<file path="src/rtl/fifo_tx_arbiter.sv">
// Round-robin arbiter draining two frame FIFOs into one registered output stream,
// truncating frames longer than MAX_FRAME_LEN and inserting an inter-frame gap.
module fifo_tx_arbiter #(
    parameter int unsigned DATA_WIDTH    = 8,
    parameter int unsigned IFG_CYCLES    = 12,
    parameter int unsigned MAX_FRAME_LEN = 1518
) (
    input  logic                  clk,
    input  logic                  reset,
    input  logic [DATA_WIDTH-1:0] fifo0_data_out,
    input  logic                  fifo0_last,
    input  logic                  fifo0_empty,
    output logic                  fifo0_read_en,
    input  logic [DATA_WIDTH-1:0] fifo1_data_out,
    input  logic                  fifo1_last,
    input  logic                  fifo1_empty,
    output logic                  fifo1_read_en,
    output logic [DATA_WIDTH-1:0] m_tdata,
    output logic                  m_tvalid,
    output logic                  m_tlast,
    input  logic                  m_tready,
    output logic [1:0]            grant,
    output logic                  frame_done,
    output logic                  err_oversize
);

    typedef enum logic [1:0] {StIdle, StXfer, StFlush, StGap} state_e;

    localparam logic [15:0] MaxLen   = 16'(MAX_FRAME_LEN);
    localparam logic [15:0] GapLast  = 16'(IFG_CYCLES - 1);
    localparam state_e      EndState = (IFG_CYCLES == 0) ? StIdle : StGap;

    state_e          r_state;
    logic            r_ptr;
    logic            r_last_popped;
    logic [15:0]     r_word_cnt;
    logic [15:0]     r_gap_cnt;

    logic                  w_empty;
    logic [DATA_WIDTH-1:0] w_head_data;
    logic                  w_head_last;
    logic                  w_accept;
    logic                  w_pop;
    logic                  w_trunc;
    logic                  w_flush_end;
    logic                  w_pick1;
    logic [15:0]           w_cnt_next;

    always_comb begin
        w_empty     = grant[1] ? fifo1_empty    : fifo0_empty;
        w_head_data = grant[1] ? fifo1_data_out : fifo0_data_out;
        w_head_last = grant[1] ? fifo1_last     : fifo0_last;
        w_accept    = m_tvalid & m_tready;
        // FLUSH discards, so it pops regardless of the output slot.
        w_pop = !r_last_popped && !w_empty &&
                (((r_state == StXfer) && (!m_tvalid || m_tready)) || (r_state == StFlush));
        w_cnt_next    = r_word_cnt + 16'd1;
        w_trunc       = w_pop && (r_state == StXfer) && !w_head_last && (w_cnt_next == MaxLen);
        w_flush_end   = (r_last_popped || (w_pop && w_head_last)) && (!m_tvalid || w_accept);
        w_pick1       = r_ptr ? !fifo1_empty : fifo0_empty;
        fifo0_read_en = w_pop & grant[0];
        fifo1_read_en = w_pop & grant[1];
    end

    always_ff @(posedge clk) begin
        if (reset) begin
            r_state       <= StIdle;
            r_ptr         <= 1'b0;
            r_last_popped <= 1'b0;
            r_word_cnt    <= '0;
            r_gap_cnt     <= '0;
            grant         <= 2'b00;
            m_tdata       <= '0;
            m_tvalid      <= 1'b0;
            m_tlast       <= 1'b0;
            frame_done    <= 1'b0;
            err_oversize  <= 1'b0;
        end else begin
            frame_done   <= w_accept & m_tlast;
            err_oversize <= 1'b0;

            if (w_pop && (r_state == StXfer)) begin
                m_tdata  <= w_head_data;
                m_tlast  <= w_head_last | w_trunc;
                m_tvalid <= 1'b1;
            end else if (w_accept) begin
                m_tvalid <= 1'b0;
            end

            if (w_pop) begin
                r_word_cnt <= w_cnt_next;
                if (w_head_last) begin
                    r_last_popped <= 1'b1;
                end
            end

            case (r_state)
                StIdle: begin
                    if (!fifo0_empty || !fifo1_empty) begin
                        grant         <= w_pick1 ? 2'b10 : 2'b01;
                        r_word_cnt    <= '0;
                        r_last_popped <= 1'b0;
                        r_state       <= StXfer;
                    end
                end
                StXfer: begin
                    if (w_trunc) begin
                        err_oversize <= 1'b1;
                        r_state      <= StFlush;
                    end else if (w_accept && m_tlast) begin
                        grant     <= 2'b00;
                        r_ptr     <= ~grant[1];
                        r_gap_cnt <= '0;
                        r_state   <= EndState;
                    end
                end
                StFlush: begin
                    if (w_flush_end) begin
                        grant     <= 2'b00;
                        r_ptr     <= ~grant[1];
                        r_gap_cnt <= '0;
                        r_state   <= EndState;
                    end
                end
                StGap: begin
                    if (r_gap_cnt == GapLast) begin
                        r_state <= StIdle;
                    end else begin
                        r_gap_cnt <= r_gap_cnt + 16'd1;
                    end
                end
                default: r_state <= StIdle;
            endcase
        end
    end

endmodule

</file>
<file path="config.mk">
export PLATFORM = sky130hd
export DESIGN_NAME = fifo_tx_arbiter
export DESIGN_NICKNAME = d
export VERILOG_FILES = /design/src/rtl/fifo_tx_arbiter.sv
export SDC_FILE = /design/constraint.sdc
export NUM_CORES = 1
export LEC_CHECK = 0
export CAP_MARGIN = 20
export CELL_PAD_IN_SITES_DETAIL_PLACEMENT = 1
export CELL_PAD_IN_SITES_GLOBAL_PLACEMENT = 2
export CORE_UTILIZATION = 30
export DETAILED_ROUTE_END_ITERATION = 10
export DONT_BUFFER_PORTS = 1
export HOLD_SLACK_MARGIN = 0.12
export PLACE_DENSITY_LB_ADDON = 0.1
export SLEW_MARGIN = 5
export SYNTH_ARGS = -nofsm -noshare
export SYNTH_HDL_FRONTEND = slang
export SYNTH_SLANG_ARGS = --single-unit
</file>
<file path="constraint.sdc">
create_clock -name clk -period 2.56 [get_ports clk]
set_input_delay 0.64 -clock clk [delete_from_list [all_inputs] [get_ports clk]]
set_output_delay 0.64 -clock clk [all_outputs]
set_load 0.02 [all_outputs]
</file>
==> impl_metrics.tcl <==
set metrics [dict create \
    r2r_slack_ps 210 \
    finalSetupViolCount 0 \
    worstPathArrival_ps 1750 \
    fmax_mhz 417.9 \
    highest_layer "met4" \
    drive_gt1_frac 0.1696 \
    drc 0 \
    grt_max_degree 22 \
    cp.required_ps 1920 \
    async_flop_share 0 \
    reg2reg_depth 9 \
    dpl.hpwl_mm 5.845 \
    htreeDepth 2 \
    gp_congestion 0.7387 \
    hold_path.class "in2reg" \
    crit_type "reg2out" \
    wl_met2_mm 3.648 \
    syn_avg_cell_area_um2 8.939 \
    min_period_ps 2393 \
    tritoncts "done" \
    setup_tns_ps 0 \
    fin_nets 372 \
    slew_violations 0 \
    crit_path_start_kind "register" \
    syn_area_mm2 0.002905 \
    ys.flop_type "dfxtp_1" \
    cts-root-buf "clkbuf_8" \
    grt-ovfl-total 0 \
    grt_usage 0.1695 \
    first_pass_iters 4 \
    place_area_mm2 0.003161 \
    wl_met3_um 260 \
    power_density_mw_per_mm2 843.9 \
    synth_fp_nets 356 \
    reg2reg_from "r_word_cnt[0]$_SDFF_PP0_" \
    grt_pass1_wl_mm 13.36 \
    chipHeight_um 100.4 \
    synth_warnings 0 \
    num_vias 2494 \
    cp.depth 6 \
    layout_commonest_cell "dfxtp_1" \
    dieArea_mm2 0.01008 \
    critPathTopFamily "simple AND/OR/NAND/NOR gates" \
    cts_buffers 5 \
    avgViaCountPerCell 5.295 \
    clk_latency_ps 320 \
    grt_pass1_vias 2559 \
    regToRegEndpoint "r_gap_cnt[12]$_SDFFE_PP0P_" \
    fp-row-count 35 \
    rsz0062_at_grt "false" \
    ir_worst_vdd_uv 390.3 \
    die_x_um 100.4 \
    critPathBufInv 2 \
    port_buffers 0 \
    period_share 0.9347 \
    grt_antenna_before_repair 0 \
    drtIter0Drc 39 \
    wl_per_cell_um 16.92 \
    cp-end-kind "output pin" \
    worst_pin_slew_ps 654.2 \
    path_cells "inv_1 > ha_2 > a21oi_2 > or2_2 > nor2_1 > buf_4" \
    path_clk_slew_ps 100 \
    ys_seq_area_frac 0.3445 \
    antennaDiodeCount 0 \
    hold_viol 0 \
    met1_length_mm 4.011 \
    slowest_stage "dfxtp_1" \
    fillCellCount 1104 \
    clk_path_buf_depth 2 \
    core_area_mm2 0.009328 \
    area_delta_synth_final_pct 12.58 \
    synth_seq_cells 50 \
    critPathMaxFanout 6 \
    synth.distinct_cells 69 \
    detail-route-antenna-nets 0 \
    drv_cap 0 \
    start_util 0.3115 \
    crit_start "r_state[0]$_SDFFE_PP0P_" \
    critPathCapture "fifo1_read_en" \
    top_level_ports 39 \
    synthCells 325 \
    slowest_delay_ps 360 \
    relSlewSlack 0.5628 \
    skew_ps 12.28 \
    status "completed" \
    cts.sinks 50 \
    design_area_mm2 0.003271 \
    synth_edf_count 0 \
    layout_common_cells "dfxtp_1 (49), nor2_1 (39), nand2_1 (33)" \
    routed_wirelength_mm 7.967 \
    leakage_nw 1.102 \
]
cell type report:
class	instances	area [um^2]	share of cell area
Tap cell	129	161.4	0.04935
Timing Repair Buffer	24	192.7	0.05891
Clock inverter	2	12.51	0.003826
Clock buffer	6	82.58	0.02525
Sequential cell	50	1002	0.3064
Multi-Input combinational cell	250	1782	0.5448
Inverter	10	37.54	0.01148
sequential cells by signal (all words and copies together), names as in the netlist:
name	cells
r_state	2
r_word_cnt	16
frame_done	1
grant	2
err_oversize	1
m_tvalid	1
r_last_popped	1
r_ptr	1
r_gap_cnt	16
m_tdata	8
m_tlast	1
logic make-up after synthesis:
family,count (synthesis),share of synthesized area
AND/OR/NAND/NOR,143,0.2631
buffers and inverters,25,0.04435
XOR/XNOR,18,0.05426
flip-flops,50,0.3445
adder cells (fa/ha/maj),8,0.03445
AO/OA/AOI/OAI,69,0.2162
multiplexers,12,0.04307
power breakdown:
part           leakage [nW]  switching [mW]  internal (mW)
clock network        0.0472           0.289          0.218
logic                 0.650           0.754          0.473
registers             0.405           0.151          0.875
total                  1.10            1.19           1.57
how the worst min path moves through the flow:
stage,cells past startpoint,slack [ps],start,to
after CTS,1,370,reset,r_gap_cnt[1]$_SDFFE_PP0P_
after floorplan,2,450,r_gap_cnt[15]$_SDFFE_PP0P_,r_gap_cnt[15]$_SDFFE_PP0P_
after detailed placement,2,490,r_gap_cnt[15]$_SDFFE_PP0P_,r_gap_cnt[15]$_SDFFE_PP0P_
final,1,390,reset,r_gap_cnt[1]$_SDFFE_PP0P_
after global routing,1,370,reset,r_gap_cnt[1]$_SDFFE_PP0P_
after global placement,2,480,r_gap_cnt[15]$_SDFFE_PP0P_,r_gap_cnt[15]$_SDFFE_PP0P_
cell usage after synthesis, drive strengths merged (2+ instances only):
library cell	number	area share
o211ai	4	0.015
nand4b	3	0.0090
inv	9	0.012
or3	2	0.0043
nor2	39	0.050
mux2i	11	0.039
a31oi	3	0.0065
ha	8	0.034
nand2b	2	0.0043
clkbuf	8	0.010
o22ai	3	0.0086
a211oi	11	0.028
o31ai	7	0.022
o41ai	4	0.012
o32ai	3	0.012
buf	7	0.021
and3	11	0.024
dfxtp	50	0.34
and4	2	0.0060
and2	3	0.0065
o21a	4	0.013
xor2	13	0.039
nor3	2	0.0034
a21oi	6	0.012
o21ai	7	0.013
a32oi	3	0.022
xnor2	5	0.015
o311ai	7	0.026
nand2	34	0.047
nand4	11	0.029
nor2b	5	0.011
nand3	14	0.024
nor4	8	0.022
through the flow:
step | std cells | hold WS, ps | utilization | setup slack, ps | power (mW)
2_1_floorplan | 325 | 454.3 | - | 218.9 | 1.942
3_3_place_gp | 462 | 478.9 | 0.3388 | 143.9 | 2.254
3_5_place_dp | 462 | 486.8 | 0.3388 | 55.73 | 2.267
4_1_cts | 470 | 368.3 | 0.3490 | 22.90 | 2.790
5_1_grt | 471 | 367.3 | 0.3506 | 20.35 | 2.975
6_report | 471 | 386.9 | 0.3506 | 167.1 | 2.760
routing by layer:
| layer | GRT usage | up-vias |
|---|---|---|
| met3 | 0.03343 | 4 |
| met4 | 0.03679 | 0 |
| li1 | - | 1235 |
| met2 | 0.2782 | 42 |
| met5 | 0 | - |
| met1 | 0.2299 | 1213 |
timing repair:
| item | CTS | global route |
|---|---|---|
| resized for setup | 0 | 3 |
| setup endpoints to repair | 0 | 11 |
| hold buffers | 0 | 0 |
| buffers inserted | 0 | 1 |
(Power assumes the default switching activity.)
==> edit: new RTL, same flow settings <==
Reset style: asynchronous (`reset`), changed in one clocked block.
--- a/src/rtl/fifo_tx_arbiter.sv
+++ b/src/rtl/fifo_tx_arbiter.sv
@@ -62,7 +62,7 @@
         fifo1_read_en = w_pop & grant[1];
     end
 
-    always_ff @(posedge clk) begin
+    always_ff @(posedge clk or posedge reset) begin
         if (reset) begin
             r_state       <= StIdle;
             r_ptr         <= 1'b0;
Function: differs if reset is asserted again (counterexample within 4 cycles, from zero or initial values and one cycle with reset high); with reset held inactive, the same outputs for 10 cycles.
==> edit against the original RTL <==
- sequential cell count unchanged
- register-to-register slack got worse by 98 ps
- largest cell class unchanged
- power increased by 28%
- count of clock-buffer cells in the layout unchanged
- die area increased by 0.34%
- critical path type unchanged
- synthesized area increased by 0.34%
- cell area increased by 10%
- worst setup slack got worse by 55 ps
- routed wire length decreased by 2.0%
==> edit: results (changes against the original RTL) <==
| Metric | Value |
|---|---|
| Sw frac | 0.4087 (was 0.4327) |
| Hold slack | 381.2 ps (was 386.9 ps) |
| Post-Synth XOR/XNOR Area | 0.05708 (was 0.05426) |
| Layout cells sized above 1 | 0.2017 (was 0.1696) |
| FFs w/ async S/R, synth | 1.000 (was 0) |
| Syn_nets | 354 (was 356) |
| Clk_skew | 13.61 ps (was 12.28 ps) |
| Post-Synth Adder-Cell Area | 0.03433 (was 0.03445) |
| Final WL | 7.809 mm (was 7.967 mm) |
| Static Leakage | 1.597 nW (was 1.102 nW) |
| Cell Int Power | 2.087 mW (was 1.566 mW) |
| Worst vdd rail ir drop | 0.5134 mV (was 0.3903 mV) |
| Dominant synthesized flop cell | dfrtp_1 (was dfxtp_1) |
| Initial DRT Pass Iterations | 6 (was 4) |
| Hold Path Class | in -> async (was in -> reg) |
| Post-Synthesis Cells | 323 (was 325) |
| Synth unique cells | 49 (was 69) |
| Vias in the first global route | 2,567 (was 2,559) |
| Filler Cells Inserted | 1,094 (was 1,104) |
| Hpwl dp | 5.609 mm (was 5.845 mm) |
| Post-synthesis mux area share | 0.04635 (was 0.04307) |
| CP max FO | 5 (was 6) |
| Sequential area share after synthesis | 0.4292 (was 0.3445) |
| P per Cell Area | 978.1 nW/µm² (was 843.9 nW/µm²) |
| Placement Setup Slack | -72.64 ps (was 55.73 ps) |
| Reg2reg end | grant[1]$_DFFE_PP0P_ (was r_gap_cnt[12]$_SDFFE_PP0P_) |
| Outcome | complete, no violations (unchanged) |
| RR Startpoint | r_word_cnt[0]$_DFF_PP0_ (was r_word_cnt[0]$_SDFF_PP0_) |
| P_comb | 1.67 mW (was 1.23 mW) |
| GR Util All Layers | 0.1620 (was 0.1695) |
| Critical path data arrival time | 1810 ps (was 1750 ps) |
| First-pass GRT wire length | 12.99 mm (was 13.36 mm) |
edit: cell types whose count changed after synthesis, moves of 8 or more:
cell      delta
a211oi_1    -10
and3_1       -8
dfrtp_1     +50
dfxtp_1     -50
o21ai_0     +22
o31ai_1      +8
edit: layer usage:
layer	share of wire	vias to the layer above	track usage	wire length (µm)
li1	-	1234	-	-
met1	0.50	1226	0.2270	3882
met2	0.46	38	0.2545	3574
met3	0.039	5	0.03675	301
met4	0.0065	0	0.03679	51
met5	0	-	0	0
edit: what timing repair did:
action,4_1_cts,5_1_grt
setup endpoints to repair,6,22
gates cloned,0,0
buffers inserted,0,3
pin swaps,0,6
resized for setup,4,19
endpoints found under the hold margin,0,0
edit: layout make-up:
class / count / area share
clock buffers: 6 / 0.02288
clock inverters: 2 / 0.01664
inverters: 10 / 0.01040
multi-input cells: 247 / 0.4657
flip-flops and latches: 50 / 0.3467
well taps: 129 / 0.04473
repair buffers: 42 / 0.09293
edit: how the worst max path moves through the flow:
stage	from	end	slack, ps	cells past startpoint
floorplan	fifo0_empty	grant[0]$_DFFE_PP0P_	-8	8
global placement	fifo0_empty	grant[0]$_DFFE_PP0P_	-70	7
detailed placement	fifo0_empty	grant[1]$_DFFE_PP0P_	-70	7
CTS	grant[1]$_DFFE_PP0P_	fifo0_read_en	20	5
global route	r_word_cnt[1]$_DFF_PP0_	r_gap_cnt[4]$_DFFE_PP0P_	-50	11
finish	grant[1]$_DFFE_PP0P_	fifo1_read_en	110	5
edit: cells by family (layout without fill, tap and decap cells):
family,after synthesis,after routing
simple gates,125,125
compound gates,82,82
flops,50,50
buf+inv,26,60
xor+xnor,19,19
mux,13,13
fa+ha+maj,8,8
edit: critical path: stages, from the launching register on:
cell	delay, ps
dfrtp_1	430
mux2_4	320
or2_1	250
buf_4	170
nor2_4	130
and2_4	210
